### src/rtl/prog_sequencer.sv
// Run controller that walks the benchmark programs through one single-cycle core:
// reset the core, load the start PC, release it, time the run, and report.
module prog_sequencer #(
  parameter int PC_W  = 8,
  parameter logic [PC_W-1:0] START0 = 8'd0,
  parameter logic [PC_W-1:0] START1 = 8'd25,
  parameter logic [PC_W-1:0] START2 = 8'd44,
  parameter int CNT_W = 16,
  parameter logic [CNT_W-1:0] TIMEOUT = 16'hFFFF
) (
  input  logic             clk,
  input  logic             reset,
  input  logic             go,
  input  logic             single,
  input  logic [1:0]       prog_sel,
  input  logic             done_in,
  output logic             core_rst,
  output logic             pc_load,
  output logic [PC_W-1:0]  start_addr,
  output logic             busy,
  output logic [1:0]       prog_idx,
  output logic [CNT_W-1:0] cycles,
  output logic             cycles_vld,
  output logic             all_done,
  output logic             err
);

  typedef enum logic [2:0] {IDLE, LOAD, RELEASE, RUN, REPORT} state_t;

  state_t             state, state_next;
  logic [CNT_W-1:0]   counter;
  logic [CNT_W-1:0]   cnt_inc;
  logic               single_q;
  logic               go_ok;
  logic               last_prog;

  function automatic logic [PC_W-1:0] start_of(input logic [1:0] idx);
    case (idx)
      2'd1:    start_of = START1;
      2'd2:    start_of = START2;
      default: start_of = START0;
    endcase
  endfunction

  assign cnt_inc   = counter + 1'b1;
  assign go_ok     = go && !(single && prog_sel == 2'd3);
  // err can only be set mid-sequence by a timeout, since go clears it.
  assign last_prog = single_q || (prog_idx == 2'd2) || err;

  always_comb begin
    state_next = state;
    core_rst   = 1'b1;
    pc_load    = 1'b0;
    busy       = (state != IDLE);
    cycles_vld = 1'b0;
    all_done   = 1'b0;
    case (state)
      IDLE:    if (go_ok) state_next = LOAD;
      LOAD: begin
        pc_load    = 1'b1;
        state_next = RELEASE;
      end
      RELEASE: begin
        core_rst   = 1'b0;
        state_next = RUN;
      end
      RUN: begin
        core_rst = 1'b0;
        if (done_in || cnt_inc == TIMEOUT) state_next = REPORT;
      end
      REPORT: begin
        cycles_vld = 1'b1;
        all_done   = last_prog;
        state_next = last_prog ? IDLE : LOAD;
      end
      default: state_next = IDLE;
    endcase
  end

  always_ff @(posedge clk) begin
    if (!reset) begin
      state      <= IDLE;
      start_addr <= START0;
      prog_idx   <= 2'd0;
      cycles     <= '0;
      err        <= 1'b0;
      counter    <= '0;
      single_q   <= 1'b0;
    end else begin
      state <= state_next;
      case (state)
        IDLE: begin
          if (go && !go_ok) begin
            err <= 1'b1;
          end else if (go_ok) begin
            err        <= 1'b0;
            single_q   <= single;
            prog_idx   <= single ? prog_sel : 2'd0;
            start_addr <= start_of(single ? prog_sel : 2'd0);
          end
        end
        LOAD: counter <= '0;
        RUN: begin
          if (counter != '1) counter <= cnt_inc;
          // done_in wins over a timeout landing on the same cycle
          if (done_in) begin
            cycles <= cnt_inc;
          end else if (cnt_inc == TIMEOUT) begin
            err    <= 1'b1;
            cycles <= TIMEOUT;
          end
        end
        REPORT: begin
          if (!last_prog) begin
            prog_idx   <= prog_idx + 2'd1;
            start_addr <= start_of(prog_idx + 2'd1);
          end
        end
        default: ;
      endcase
    end
  end

endmodule

### config.mk
export PLATFORM = sky130hd
export DESIGN_NAME = prog_sequencer
export DESIGN_NICKNAME = d
export VERILOG_FILES = /design/src/rtl/prog_sequencer.sv
export SDC_FILE = /design/constraint.sdc
export NUM_CORES = 1
export LEC_CHECK = 0
export CORE_UTILIZATION = 45
export CTS_CLUSTER_SIZE = 8
export DETAILED_ROUTE_END_ITERATION = 8
export GPL_TIMING_DRIVEN = 0
export MAX_ROUTING_LAYER = met4
export PLACE_DENSITY = 0.71
export SETUP_SLACK_MARGIN = 0.4
export SLEW_MARGIN = 20
export SYNTH_ARGS = -nofsm -noshare
export SYNTH_HDL_FRONTEND = slang
export SYNTH_SLANG_ARGS = --single-unit
export TNS_END_PERCENT = 30
### constraint.sdc
create_clock -name clk -period 2.2 [get_ports clk]
set_input_delay 0.44 -clock clk [delete_from_list [all_inputs] [get_ports clk]]
set_output_delay 0.44 -clock clk [all_outputs]
set_load 0.03 [all_outputs]
; Word-level counts from Yosys, hierarchy flattened
; Index checks and enable logic that the tools add are counted.
[classes]
n_addsub = 2
multipliers = 0
div = 0
order_cmp = 0
eq_ne = 20
n_shift = 0
n_mux = 28
bitwise = 1
reduce_logical = 21
[ops]
columns = op, count
row1 = 16-bit 2-to-1 mux, 3
row2 = 16-bit one-hot mux with 2 select lines, 1
row3 = 8-bit 2-to-1 mux, 3
row4 = 6-bit one-hot mux with 2 select lines, 2
row5 = 16-bit by 1-bit adder with 16-bit output (second input constant), 1
row6 = 16-bit equality test (second input constant), 1
row7 = 16-bit != test (second input constant), 1
row8 = 8-bit one-hot mux with 2 select lines, 1
row9 = 3-bit one-hot mux with 5 select lines, 1
row10 = 2-bit != test (second input constant), 7
row11 = 1-bit 2-to-1 mux, 9
row12 = 2-bit equality test (second input constant), 4
row13 = 2-bit 2-to-1 mux, 4
row14 = 4-bit AND reduction, 2
row15 = 2-bit nonzero test, 4
row16 = 3-bit by 2-bit equality test with 1-bit output (second input constant), 2
row17 = 3-bit 2-to-1 mux, 2
row18 = 2-bit AND reduction, 3
row19 = 2-bit by 1-bit equality test with 1-bit output (second input constant), 2
row20 = 2-bit one-hot mux with 2 select lines, 1
row21 = 3-bit by 1-bit equality test with 1-bit output (second input constant), 1
row22 = 3-bit equality test (second input constant), 1
row23 = 1-bit logical AND, 3
row24 = 3-bit zero test, 1
row25 = 9 further kinds, 12
[word_totals]
reg_bits = 47
latch_bits = 0
ram_bits = 0
romBits = 0
input_bits = 7
output_inout_bits = 32
elab_cells = 79
mem_count = 0

; Longest topological paths before layout
; Gate-level depths: netlist of the first run.
[depth]
depth_word = 8
depth_mapped = 9

; Worst setup path after synthesis of the first run
; Ideal clock, no wire load.
[synth_path]
path_type = reg-to-reg
from = register counter[1]
to = register cycles[3]
setup_ps = 123
t_arrival_ps = 2100
path_slack_ps = -22
path_stages_with_launch = 10
path_buffers = 2
path_cell_list = dfxtp_1 -> ha_1 -> buf_2 -> nand3_2 -> nor3_1 -> xnor2_1 -> nor4_4 -> a31oi_4 -> buf_6 -> a21oi_2
[synth_between]
elab_chain_len = 4
[synth_rtl]
columns = item, line_no
row1 = "start, declared", 31  ; logic [CNT_W-1:0] counter;
row2 = "start signal, assigned", 104  ; if (counter != '1) counter <= cnt_inc;
row3 = 16-bit by 1-bit adder with 16-bit output (*), 45  ; assign cnt_inc = counter + 1'b1;
row4 = 16-bit equality test, 108  ; end else if (cnt_inc == TIMEOUT) begin
row5 = 2-bit nonzero test (no source line), n/a
row6 = 2-bit AND reduction (no source line), n/a
row7 = "end signal, assigned", 107  ; cycles <= cnt_inc;
row8 = "end, declared", 22  ; output logic [CNT_W-1:0] cycles,
; Every way passes the cells marked *; elsewhere a longest branch is shown, timed or not.
; A chain may end at the register's enable or synchronous reset.

; Worst setup path after layout of the first run
[layout_path]
from = register counter[0]
to = register cycles[7]
; Same word-level chain as after synthesis.

==> results of run 1 <==
==> placed cells by master (no fill, tap or decap), types with 7 or more instances in the layout <==
| master | instances |
|---|---|
| o21ai_0 | 11 |
| nor2_1 | 16 |
| buf_4 | 34 |
| o221ai_1 | 7 |
| nand3_1 | 10 |
| a21oi_1 | 9 |
| dlymetal6s2s_1 | 21 |
| a21oi_2 | 10 |
| xnor2_1 | 9 |
| nand2_1 | 26 |
| inv_1 | 26 |
| dfxtp_1 | 35 |
| clkdlybuf4s50_1 | 8 |
==> sequential cells by signal, indices dropped and copies added, names as in the netlist <==
name,flops
counter,16
cycles,16
start_addr,3
state,3
prog_idx,2
err,1
single_q,1
==> through the flow <==
step	setup slack (ns)	area, sq um	cells	utilization (%)	hold slack (ns)
finish	0.0432	3800	452	68.1	0.467
global route	-0.0739	3800	452	68.1	0.496
CTS	0.0176	3540	445	63.6	0.471
detailed placement	-0.428	3120	414	56.0	0.460
global placement	-0.415	3120	414	56.0	0.460
floorplan	0.158	2680	307	-	0.457
==> area by class of cell <==
type,instances,area [sq um]
clock inverters,2,12.5
flip-flops and latches,42,860
repair buffers,64,668
clock buffers,6,82.6
multi-input cells,213,1790
inverters,29,114
well taps,72,90.1
fillers,444,1780
plain buffers,24,178
==> metal layers <==
layer / up-vias / global-route usage [%] / share of wire [%] / wire, microns
met3: 14 / 4.77 / 5.5 / 404
met5: - / - / 0 / 0
met1: 1182 / 31.1 / 44 / 3210
met4: 0 / 6.85 / 1.3 / 97
met2: 77 / 41.4 / 49 / 3630
li1: 1214 / - / - / -
==> worst max path at each step <==
stage	startpoint	end	slack (ns)	cells after the start
4_1_cts	counter[0]	cycles[7]	0.02	11
5_1_grt	counter[8]	cycles[7]	-0.07	10
6_report	counter[0]	cycles[7]	0.04	11
2_1_floorplan	counter[1]	cycles[4]	0.16	9
3_3_place_gp	single	prog_idx[0]	-0.42	8
3_5_place_dp	single	prog_idx[0]	-0.43	8
==> power by group <==
group	total (uW)	internal, uW	switching (uW)
clock network	541	253	288
logic	501	212	290
registers	824	788	35.7
total	1870	1250	614
==> cells by family after synthesis <==
logic type / after synthesis / share of synthesized area [%]
AO/OA/AOI/OAI: 78 / 23.7
AND/OR/NAND/NOR: 106 / 25.1
XOR/XNOR: 16 / 5.91
other: 1 / 0.143
multiplexers: 2 / 0.763
adder cells (fa/ha/maj): 7 / 3.34
flip-flops: 42 / 32.0
buffers and inverters: 53 / 9.01
==> worst max-delay path, delay by kind of cell, from the launching register on <==
kind / cells / cell delay, ns
buffers and inverters: 4 / 0.56
flip-flops: 1 / 0.37
AO/OA/AOI/OAI: 3 / 0.53
adder cells (fa/ha/maj): 1 / 0.16
AND/OR/NAND/NOR: 3 / 0.42
==> repair_timing <==
action,CTS,global route
pin swaps,15,20
endpoints found under the setup margin,53,65
gates resized for setup,46,80
hold buffers,0,0
setup buffers,21,7
gates cloned,2,0
==> impl_results.rst, run 1 <==
.. list-table::
   :header-rows: 1

   * - Metric
     - Value
   * - Outcome
     - finished, final reports clean
   * - Vias in the first global route
     - 2319
   * - Clock Tree Buf Depth
     - 2
   * - Max VDD drop
     - 0.332 mV
   * - Total via count in the routed design
     - 2487
   * - Antenna violations before repair
     - 0
   * - Post-synth cell types
     - 59
   * - Total global routing overflow
     - 0
   * - Root Buffer Master
     - clkbuf_8
   * - Tot Pwr
     - 1870 uW
   * - Deepest level of the CTS H-tree
     - 2
   * - Routed wire length
     - 7340 microns
   * - Number of storage elements in the synthesis netlist
     - 42
   * - Origin of the worst min-delay path
     - cycles[15]
   * - CORE AREA
     - 0.00557 sq mm
   * - Worst Hold End
     - cycles[15]
   * - DRT Pass-1 Iters
     - 4
   * - Max Clk Rate
     - 0.464 GHz
   * - Number of remaining DRC errors
     - 0
   * - Max-slew violation total from the final report
     - 0
   * - Setup slack of the most critical reg-to-reg path
     - 0.04 ns
   * - Die outline height
     - 78.4 microns
   * - Post-synth EDFFs
     - 0
   * - Routability congestion estimate
     - 0.913
   * - Starting density of the core
     - 47.1%
   * - CP Capture Type
     - flip-flop
   * - Setup repair after global routing missed its margin
     - true
   * - Clock slew seen by the registers of the worst setup and hold paths
     - 0.09 ns
   * - # setup viols final
     - 0
   * - Num rows
     - 27
   * - Share of the clock period used by the worst path after layout
     - 98.0%
   * - Vias per Instance
     - 5.50
   * - Launching point of the worst reg2reg path
     - counter[0]
   * - Fraction of registers with async set or reset after synthesis
     - 0%
   * - Critical setup path kind
     - reg -> reg
   * - Number of cells traversed by the worst hold path
     - 2
   * - Crit-path max cell delay
     - 0.37 ns
   * - Library cell occupying the most area in the post-synthesis netlist
     - dfxtp_1
   * - Synthesis Warnings
     - 0
   * - Library cell appearing most often on the critical path
     - buf_8
   * - Routed length per placed instance
     - 16.2 microns
   * - Total clock sinks
     - 42
   * - Ratio of total power to cell area
     - 492 mW/mm^2
   * - Number of nets still failing antenna checks after routing
     - 0
   * - Wire length of the first global-routing pass
     - 11600 microns
   * - Growth of design area from synthesis to finish
     - 44.7%
   * - Most frequent cells after synthesis
     - 42 x dfxtp_1, 29 x inv_1, 28 x nand2_1
   * - Critical path fanouts, max
     - 6
   * - Synthesized instance count
     - 305
   * - Summed instance area of the synthesized netlist
     - 0.00262 sq mm
   * - Startpoint Class
     - flip-flop
   * - Summed negative setup slack over all endpoints
     - 0 ns
   * - Max Clock Skew
     - 0.00431 ns
   * - Most common cell in the synthesized netlist
     - dfxtp_1
   * - X dimension of the die
     - 78.4 microns
   * - Die footprint
     - 0.00614 sq mm
   * - TritonCTS clock tree
     - done
   * - Syn_area_per_cell
     - 8.60 sq um
   * - Hold WC Path Type
     - reg -> reg
   * - Worst Tran Pin Value
     - 0.599 ns
   * - Area contributors post-synth
     - dfxtp_1 32%, inv_1 4.1%, nand2_1 4.0%
   * - Slowest stage cell on the critical path
     - dfxtp_4
   * - Count of endpoints failing hold in the final timing report
     - 0
   * - Starting DRT DRC Count
     - 118
   * - Number of buffers added on ports
     - 35
   * - Reported max-cap violation count
     - 0
   * - Clock period minus final worst setup slack
     - 2.16 ns
   * - Reg2Reg Depth
     - 11
   * - Largest net degree at the start of global routing
     - 14
   * - Sum of net half-perimeters after detailed placement
     - 4660 microns
   * - Area share of the leading cell type in the synthesized netlist
     - 32.0%
   * - Top flip-flop cell by instance count after synthesis
     - dfxtp_1
   * - Leakage power
     - 0.00179 uW
   * - Max-slew headroom at the worst pin
     - 60.1%
   * - Net total in the final layout
     - 393
   * - CP Cell Sequence
     - ha_4 > buf_8 > and3b_1 > and4_4 > o32ai_4 > nor4_4 > buf_4 > a31oi_4 > buf_12 > buf_8 > a21oi_2
   * - Fraction of final layout cells with drive strength greater than 1
     - 33.7%
   * - Req. time, crit path
     - 2.39 ns
   * - Share of synthesized area occupied by flip-flops and latches
     - 32.0%
   * - Clock latency of the later-clocked register in the worst-skew pair
     - 0.30 ns
   * - Top-level I/O count
     - 39
   * - Ant. Diodes
     - 0
   * - Worst endpoint data arrival time
     - 2.34 ns
   * - Number of buffers inserted during clock tree synthesis
     - 5
   * - R2R Path End
     - cycles[7]
   * - Total global-route track usage
     - 25.0%
Power figures use the tool's default switching activity.
==> run 2: changes to the inputs <==
- CORE_MARGIN: not set -> 10
- SKIP_LAST_GASP: not set -> 1
==> run 2 against run 1 <==
Effect of this change: first-iteration DRC count grew 47%; design area is 2.2% lower; worst setup slack better by 0.0076 ns; via count increased by 2.7%; largest power group unchanged.
==> impl_results.rst, run 2 (same netlist as run 1, synthesis figures left out) <==
.. list-table::
   :header-rows: 1

   * - Metric
     - Value
   * - Outcome
     - finished, final reports clean
   * - Clock latency of the later-clocked register in the worst-skew pair
     - 0.31 ns (about the same)
   * - Ratio of total power to cell area
     - 526 mW/mm^2 (+7.0%)
   * - Switching power total
     - 610 uW (-0.65%)
   * - Antenna violations before repair
     - 0 (unchanged)
   * - Vias in the first global route
     - 2401 (+3.5%)
   * - TritonCTS clock tree
     - done
   * - Leakage power
     - 0.00146 uW (-19%)
   * - Clock Tree Buf Depth
     - 2 (unchanged)
   * - CP Cell Sequence
     - buf_4 > nand4_4 > buf_4 > o31a_1 > o32ai_4 > nor4_4 > a31oi_4 > buf_8 > a21oi_2
   * - Routed length per placed instance
     - 17.8 microns (+9.3%)
   * - DRT Pass-1 Iters
     - 5 (+1)
   * - Share of the clock period used by the worst path after layout
     - 97.7% (-0.35 points)
   * - Fraction of final layout cells with drive strength greater than 1
     - 32.1% (-1.6 points)
   * - Reported max-cap violation count
     - 0 (unchanged)
   * - Slowest stage cell on the critical path
     - dfxtp_4
   * - Wire length of the first global-routing pass
     - 12100 microns (+4.8%)
   * - Crit-path max cell delay
     - 0.38 ns (about the same)
   * - Sequential share of power
     - 42.0% (-2.2 points)
   * - Setup repair after global routing missed its margin
     - true
   * - Worst setup startpoint
     - counter[1]
   * - Setup slack of the most critical reg-to-reg path
     - 0.05 ns (about the same)
   * - Worst Tran Pin Value
     - 0.569 ns (-0.0300 ns)
   * - Buffers & Inverters on Critical Path
     - 3 (-1)
   * - Number of nets still failing antenna checks after routing
     - 0 (unchanged)
   * - Top-level I/O count
     - 39 (unchanged)
   * - Number of buffers inserted during clock tree synthesis
     - 5 (unchanged)
   * - Die footprint
     - 0.00929 sq mm (+51%)
   * - Num rows
     - 27 (unchanged)
   * - CORE AREA
     - 0.00557 sq mm (unchanged)
   * - Tot Pwr
     - 1950 uW (+4.6%)
   * - Number of buffers added on ports
     - 35 (unchanged)
   * - Max VDD drop
     - 0.303 mV (-8.8%)
   * - Root Buffer Master
     - clkbuf_8
   * - X dimension of the die
     - 96.4 microns (+23%)
   * - Highest-count cells in the layout ignoring fill and taps
     - 41 x buf_4, 33 x dfxtp_1, 31 x clkdlybuf4s50_1
   * - Req. time, crit path
     - 2.39 ns (about the same)
   * - Max Clock Skew
     - 0.0138 ns (+0.00948 ns)
   * - Starting DRT DRC Count
     - 174 (+47%)
   * - Total global-route track usage
     - 17.0% (-8.0 points)
   * - Routability congestion estimate
     - 0.913 (about the same)
   * - Internal Power
     - 1340 uW (+7.2%)
   * - Growth of design area from synthesis to finish
     - 41.5%
   * - Launching point of the worst reg2reg path
     - counter[1]
   * - Registers with the highest flip-flop counts
     - counter: 16 flops, cycles: 16 flops
   * - Library cell appearing most often on the critical path
     - buf_4
   * - Commonest non-fill, non-tap cell in the layout
     - buf_4
   * - Sum of net half-perimeters after detailed placement
     - 4990 microns (+7.1%)
   * - Origin of the worst min-delay path
     - cycles[3]
   * - Logic gate share of total power
     - 25.8% (-1.0 points)
   * - Switching part of the total power
     - 31.2% (-1.7 points)
   * - Hold WC Path Type
     - reg -> reg
   * - Net total in the final layout
     - 399 (+1.5%)
   * - # setup viols final
     - 0 (unchanged)
   * - Count of endpoints failing hold in the final timing report
     - 0 (unchanged)
   * - Critical path's top delay family
     - compound AO/OA/AOI/OAI gates
   * - Total global routing overflow
     - 0 (unchanged)
   * - Clock period minus final worst setup slack
     - 2.15 ns (-0.00765 ns)
   * - Final cell utilization of the core
     - 66.6% (-1.5 points)
   * - Largest net degree at the start of global routing
     - 13 (-1)
   * - Critical setup path kind
     - reg -> reg
   * - Deepest level of the CTS H-tree
     - 2 (unchanged)
   * - Vias per Instance
     - 5.58 (+1.3%)
   * - Total via count in the routed design
     - 2554 (+2.7%)
   * - Max-slew headroom at the worst pin
     - 62.1% (+2.0 points)
   * - Worst endpoint data arrival time
     - 2.34 ns (about the same)
   * - Clock slew seen by the registers of the worst setup and hold paths
     - 0.09 ns (about the same)
   * - Number of remaining DRC errors
     - 0 (unchanged)
   * - Max-slew violation total from the final report
     - 0 (unchanged)
   * - Die outline height
     - 96.4 microns (+23%)
   * - Startpoint Class
     - flip-flop
   * - Max Clk Rate
     - 0.465 GHz (+0.36%)
   * - CP Capture Type
     - flip-flop
   * - Routed wire length
     - 8130 microns (+11%)
   * - Number of buffers added to fix hold violations after cts
     - 0 (unchanged)
   * - Part of the power in the clock network
     - 32.1% (+3.1 points)
   * - Total clock sinks
     - 42 (unchanged)
   * - Critical path fanouts, max
     - 10 (+4)
   * - Ant. Diodes
     - 0 (unchanged)
   * - Starting density of the core
     - 47.1% (unchanged)
[run 2: cell types whose count changed in the layout (fill, tap and decap cells not counted), sizes merged]
cell           previous run  this run
dlygate4sd2               0         1
buf                      49        53
clkdlybuf4s50             8        31
dlymetal6s2s             21         0
bufinv                    0         1
clkbuf                   16        17
clkinvlp                  1         0
a31oi                     4         3
clkinv                    1         0
[run 2: area by class of cell]
| type | count | area (sq um) |
|---|---|---|
| Timing Repair Buffer | 71 | 629 |
| Clock buffer | 7 | 76.3 |
| Sequential cell | 42 | 860 |
| Clock inverter | 1 | 30.0 |
| Inverter | 29 | 109 |
| Multi-Input combinational cell | 212 | 1740 |
| Tap cell | 72 | 90.1 |
| Buffer | 24 | 176 |
| Fill cell | 451 | 1860 |
[run 2: power by group through the flow]
stage	Combinational [uW]	Sequential, uW	Clock (uW)
2_1_floorplan	238	874	0
3_3_place_gp	423	835	0
4_1_cts	469	821	622
6_report	505	821	627
5_1_grt	537	826	661
3_5_place_dp	428	836	0
[run 2: what timing repair did]
item | CTS | global route
buffers inserted | 20 | 15
setup endpoints to repair | 56 | 70
pin swaps | 14 | 8
gates cloned | 0 | 1
gates resized for setup | 54 | 21
[run 2: through the flow]
stage	setup WS (ns)	instance area (sq um)	hold slack (ns)	instances	setup TNS (ns)
4_1_cts	0.0728	3520	0.479	442	0
6_report	0.0509	3710	0.478	458	0
2_1_floorplan	0.158	2680	0.457	307	0
3_5_place_dp	-0.401	3120	0.466	414	-4.82
5_1_grt	-0.0176	3710	0.499	458	-0.0643
3_3_place_gp	-0.361	3120	0.457	414	-4.50
[run 2: metal layers]
layer	GRT usage [%]	vias up	wire, microns	share of wire [%]
li1	-	1226	-	-
met1	21.0	1235	3460	43
met2	27.9	79	4030	50
met3	2.96	14	484	6.0
met4	5.08	0	155	1.9
met5	-	-	0	0
[run 2: path summary, 6_finish.rpt]
path | endpoint | depth (start not counted)
worst max register to register | cycles[8] | 9
worst min-delay path | cycles[3] | 2
worst max-delay path | cycles[8] | 9
worst min register to register | cycles[3] | 2
[run 2: worst register-to-register path, cell delays in order (launching register included)]
cell and delay (ns):
dfxtp_4 0.38, buf_4 0.12, nand4_4 0.19, buf_4 0.20, o31a_1 0.28, o32ai_4 0.17
nor4_4 0.10, a31oi_4 0.33, buf_8 0.21, a21oi_2 0.06
